<file path="config.mk">
export PLATFORM = sky130hd
export DESIGN_NAME = qed_dup_scheduler
export DESIGN_NICKNAME = d
export VERILOG_FILES = /design/src/rtl/qed_dup_scheduler.sv
export SDC_FILE = /design/constraint.sdc
export NUM_CORES = 1
export LEC_CHECK = 0
export ABC_AREA = 1
export BUFFER_PORTS_ARGS = -buffer_cell sky130_fd_sc_hd__buf_2
export CAP_MARGIN = 5
export CORE_ASPECT_RATIO = 1.2
export CORE_MARGIN = 2
export CORE_UTILIZATION = 55
export DETAILED_ROUTE_END_ITERATION = 7
export PLACE_DENSITY = 0.8
export RECOVER_POWER = 100
export SLEW_MARGIN = 20
export SYNTH_ARGS = -nofsm -noshare
export SYNTH_HDL_FRONTEND = slang
export SYNTH_SLANG_ARGS = --single-unit
export TNS_END_PERCENT = 50
</file>
<file path="constraint.sdc">
create_clock -name clk -period 2.55 [get_ports clk]
set_input_delay 0.3825 -clock clk [delete_from_list [all_inputs] [get_ports clk]]
set_output_delay 0.3825 -clock clk [all_outputs]
set_load 0.01 [all_outputs]
</file>
<file path="src/rtl/qed_dup_scheduler.sv">
// qed_dup_scheduler: alternates original fetch and duplicate replay for the QED instruction queue
// Ports:
//   clk                  clock, all state on posedge
//   rst                  asynchronous active-low reset
//   qed_ena              enable QED rounds
//   IF_stall             fetch stall, same signal the queue sees
//   ifu_qed_instruction  fetched instruction, same signal the queue sees
//   exec_dup             registered, 1 = replay duplicates from the queue
//   qed_check            registered one-cycle strobe at the end of a drained round
//   occupancy            mirrored queue fill level
//   round_cnt            completed rounds, wraps
//   busy                 1 when not idle
module qed_dup_scheduler #(
    parameter int DEPTH        = 128,
    parameter int OCC_W        = 8,
    parameter int ORIG_BUDGET  = 32,
    parameter int IDLE_LIMIT   = 16,
    parameter int DRAIN_CYCLES = 5
) (
    input  logic             clk,
    input  logic             rst,
    input  logic             qed_ena,
    input  logic             IF_stall,
    input  logic [31:0]      ifu_qed_instruction,
    output logic             exec_dup,
    output logic             qed_check,
    output logic [OCC_W-1:0] occupancy,
    output logic [15:0]      round_cnt,
    output logic             busy
);
    typedef enum logic [1:0] {IDLE, ORIG, DUP, DRAIN} state_t;
    localparam logic [OCC_W-1:0] FULL   = OCC_W'(DEPTH - 1);
    localparam logic [OCC_W-1:0] BUDGET = OCC_W'(ORIG_BUDGET);
    localparam logic [OCC_W-1:0] ILIM   = OCC_W'(IDLE_LIMIT);
    localparam logic [OCC_W-1:0] DLIM   = OCC_W'(DRAIN_CYCLES);
    localparam logic [OCC_W-1:0] ONE    = OCC_W'(1);
    state_t state, state_nx;
    logic [OCC_W-1:0] orig_cnt, idle_cnt, drain_cnt;
    logic [OCC_W-1:0] occ_nx, orig_nx, idle_nx, drain_nx;
    logic is_nop, ins, del, clr, drain_done;
    logic exec_dup_nx, qed_check_nx, busy_nx;
    logic unused_instr_hi;
    assign unused_instr_hi = ^ifu_qed_instruction[31:7];
    // Insert/delete mirror the queue's own conditions so no handshake is needed.
    always_comb begin
        is_nop     = ifu_qed_instruction[6:0] == 7'h7F;
        ins        = (state == ORIG) && !IF_stall && !is_nop && (occupancy < FULL);
        del        = (state == DUP) && !IF_stall && (occupancy != '0);
        occ_nx     = ins ? occupancy + ONE : del ? occupancy - ONE : occupancy;
        orig_nx    = ins ? orig_cnt + ONE : orig_cnt;
        idle_nx    = ins ? '0 : (idle_cnt >= ILIM) ? ILIM : idle_cnt + ONE;
        drain_nx   = IF_stall ? drain_cnt : drain_cnt + ONE;
        drain_done = (state == DRAIN) && (drain_nx >= DLIM);
    end
    // Next-state: ORIG decisions use post-insert counts of this cycle.
    always_comb begin
        state_nx = state;
        unique case (state)
            IDLE:  state_nx = qed_ena ? ORIG : IDLE;
            ORIG: begin
                if (orig_nx >= BUDGET || occ_nx >= FULL ||
                    (idle_nx >= ILIM && occ_nx != '0) || (!qed_ena && occ_nx != '0))
                    state_nx = DUP;
                else if (!qed_ena)
                    state_nx = IDLE;
            end
            DUP:   state_nx = (occ_nx == '0) ? DRAIN : DUP;
            DRAIN: state_nx = drain_done ? (qed_ena ? ORIG : IDLE) : DRAIN;
        endcase
    end
    // Outputs are decoded from the next state and registered, so they change with the state.
    always_comb begin
        exec_dup_nx  = (state_nx == DUP) || (state_nx == DRAIN);
        qed_check_nx = drain_done;
        busy_nx      = state_nx != IDLE;
        clr          = (state_nx == ORIG) && (state != ORIG);
    end
    always_ff @(posedge clk or negedge rst) begin
        if (!rst) begin
            state     <= IDLE;
            occupancy <= '0;
            orig_cnt  <= '0;
            idle_cnt  <= '0;
            drain_cnt <= '0;
            round_cnt <= '0;
            exec_dup  <= 1'b0;
            qed_check <= 1'b0;
            busy      <= 1'b0;
        end else begin
            state     <= state_nx;
            occupancy <= occ_nx;
            orig_cnt  <= clr ? '0 : (state == ORIG) ? orig_nx : orig_cnt;
            idle_cnt  <= clr ? '0 : (state == ORIG) ? idle_nx : idle_cnt;
            drain_cnt <= (state == DRAIN) ? drain_nx : '0;
            round_cnt <= drain_done ? round_cnt + 16'd1 : round_cnt;
            exec_dup  <= exec_dup_nx;
            qed_check <= qed_check_nx;
            busy      <= busy_nx;
        end
    end
endmodule

</file>
==> metrics <==
pre-CTS setup slack=0.0466 ns; ys async rst share=1.00; synth warn=0; clk root buf=clkbuf_8; via density per instance=5.13; Switch Pwr=0.00139 W; H-tree Lvls=2; number of remaining DRC errors=0; DR iter-0 viols=216; gpl congestion=0.873; Synth Flop Type=dfrtp_1; Layout area overhead=16.0%; Comb power frac=0.480; CP Launch Type=flip-flop; critical path class=flip-flop to flip-flop; Max Clock Skew=0.0113 ns; leading cell type by number of instances after synthesis=nand2_1; Critical Path Sink Type=flip-flop; # nets final=536; Final WS setup=0.191 ns; Cell Int Power=0.00179 W; Fin. Hold Viols=0; Worst-Skew Late Latency=0.31 ns; via count of the first global-routing pass=2726; max-cap check violation count=0; WP data arrival=2.57 ns; CP required=2.76 ns; FMAX=0.424 GHz; Mapped Cells=432; Synth top area share=0.415; part of the power in registers=0.375; Synth cell types=27; clock sinks=53; initial core utilization=0.568; Critical-path top delay cell=dfrtp_2; crit share post-route=0.925; DR vias=2861; GRT Overall Usage=0.225; worst vdd ir=512 uV; CTS max path bufs=2; Lkg Pwr=1.99 nW; DR pass1 iterations=4; Min-Delay Path Class=input port to asynchronous set/reset pin; core area=0.00563 mm^2; IO Pins=63; Post-synth EDFFs=0; FP Rows=30; diodes inserted=0; Congestion Overflow GR=0; crit-path max cell delay=0.46 ns; Syn Nets=475; min Tclk post-route=2.36 ns; Seq. cell area=0.00133 mm^2; Crit path top cell by count=nand2_1; first-pass GRT wire length=11600 um; WL/cell=12.2 um; syn avg cell area=7.40 um^2; cell area after synthesis=0.00320 mm^2; register area share after synthesis=0.415; clock-pin slew on the worst setup and hold paths=0.10 ns; most frequent cells after synthesis=nand2_1, inv_1, dfrtp_1, nor2_1, nand3_1; layout cells sized above 1=0.152; initial antenna violation count=0; Final Max Slew Viols=0; Final Core Density=0.659; top cells by area, synth=dfrtp_1, nand2_1, inv_1; Die H=87.5 um; final wirelength=6780 um; post-synthesis register bit count=53; status=finished clean; CTS buffer count=5; IO Port Bufs=37; Cells after DPL=546; pin count of the biggest net entering global routing=54; worst-path cell chain=inv_2 > ha_4 > buf_4 > nand2_1 > nor2_2 > nor2_2 > buf_4 > nand2_1 > nand2_1 > nand2_1 > nand2_1 > nand3_1 > nor2_1 > nor2_2 > nand3_1 > nand2_2 > nand4_4 > nand2_1 > inv_1; Clk pwr share=0.145; worst hold slack=0.424 ns; HPWL Detailed=5030 um; sw frac=0.437; worst-margin pin slew=1.28 ns; CTS tree=done; area taken by multi-input logic gates=0.00165 mm^2; filler cell count=486; CTS Hold Bufs=0; Die Width=73.6 um; post-synth top area cell=dfrtp_1; final setup vio count=0; Finished Layout Cells=558; Setup TNS Final=0 ns; Max transition margin=0.143; die area=0.00644 mm^2; PwrDens=856 mW/mm^2; CP Max Fanout=8; antenna viol nets, final=0
path summary, 6_finish.rpt:
path	from	end	depth (start not counted)	slack, ns
max	occupancy[0]	orig_cnt[4]	19	0.19
min	rst	orig_cnt[3]	2	0.42
max reg2reg	occupancy[0]	orig_cnt[4]	19	0.19
min reg2reg	round_cnt[15]	round_cnt[15]	1	0.48
max in group asynchronous	rst	occupancy[0]	2	1.29
min in group clk	IF_stall	drain_cnt[0]	3	0.47
what timing repair did:
action / 4_1_cts / 5_1_grt
setup buffers: 0 / 3
gates resized for setup: 0 / 17
endpoints found under the setup margin: 0 / 19
critical path, delay by kind of cell, from the launching register on:
kind	cells	cell delay (ns)
and+or+nand+nor	14	1.24
DFF	1	0.46
adders and majority gates	1	0.15
buffers and inverters	4	0.38
layout by cell type, fill, tap and decap left out, types with 2 or more instances in the layout:
master and n:
clkbuf_1 25, nor3_1 3, nor2_2 5, xor2_1 17, xnor2_1 16, buf_2 17, nor2_1 51, nand2_1 125
o21ai_0 5, clkbuf_8 5, dfrtp_1 52, nor2_4 2, nand3_2 2, nand2_2 6, nand4_1 12, a21oi_2 2
a21oi_1 6, nand2_4 2, ha_1 5, ha_4 2, nor4_1 4, buf_4 16, inv_2 7, inv_1 62
nand3_1 33, nand3_4 3
layer usage:
layer	track usage	wire (um)	vias up
met5	0	0	-
met4	0.0694	73	0
met3	0.0428	299	9
met2	0.400	3540	66
met1	0.274	2870	1331
li1	-	-	1455
final cells by class:
cell class,count,area share
Clock buffer,7,0.0206
Clock inverter,1,0.00202
Inverter,69,0.0698
Multi-Input combinational cell,306,0.445
Sequential cell,53,0.358
Tap cell,64,0.0216
Timing Repair Buffer,58,0.0830
power groups by stage:
stage | logic (W) | clock network [W] | registers [W]
floorplan | 0.000932 | 0 | 0.00121
global route | 0.00172 | 0.000503 | 0.00122
global placement | 0.00141 | 0 | 0.00118
detailed placement | 0.00143 | 0 | 0.00119
CTS | 0.00144 | 0.000471 | 0.00118
finish | 0.00152 | 0.000462 | 0.00119
state kept, by name, indices dropped and copies added (netlist names):
| signal | flops |
|---|---|
| busy | 1 |
| drain_cnt | 8 |
| exec_dup | 1 |
| idle_cnt | 8 |
| occupancy | 8 |
| orig_cnt | 8 |
| qed_check | 1 |
| round_cnt | 16 |
| state | 2 |
per-stage QoR:
step / cell area [um^2] / power (W)
global route: 3710 / 0.00344
floorplan: 3200 / 0.00214
global placement: 3560 / 0.00259
CTS: 3640 / 0.00309
detailed placement: 3560 / 0.00262
finish: 3710 / 0.00318
cells by family after synthesis:
family	synth area share
multiplexers	0.00313
XOR/XNOR	0.0904
buffers and inverters	0.0935
AND/OR/NAND/NOR	0.346
adder cells (fa/ha/maj)	0.0274
flip-flops	0.415
AO/OA/AOI/OAI	0.0243
(Power assumes the default switching activity.)
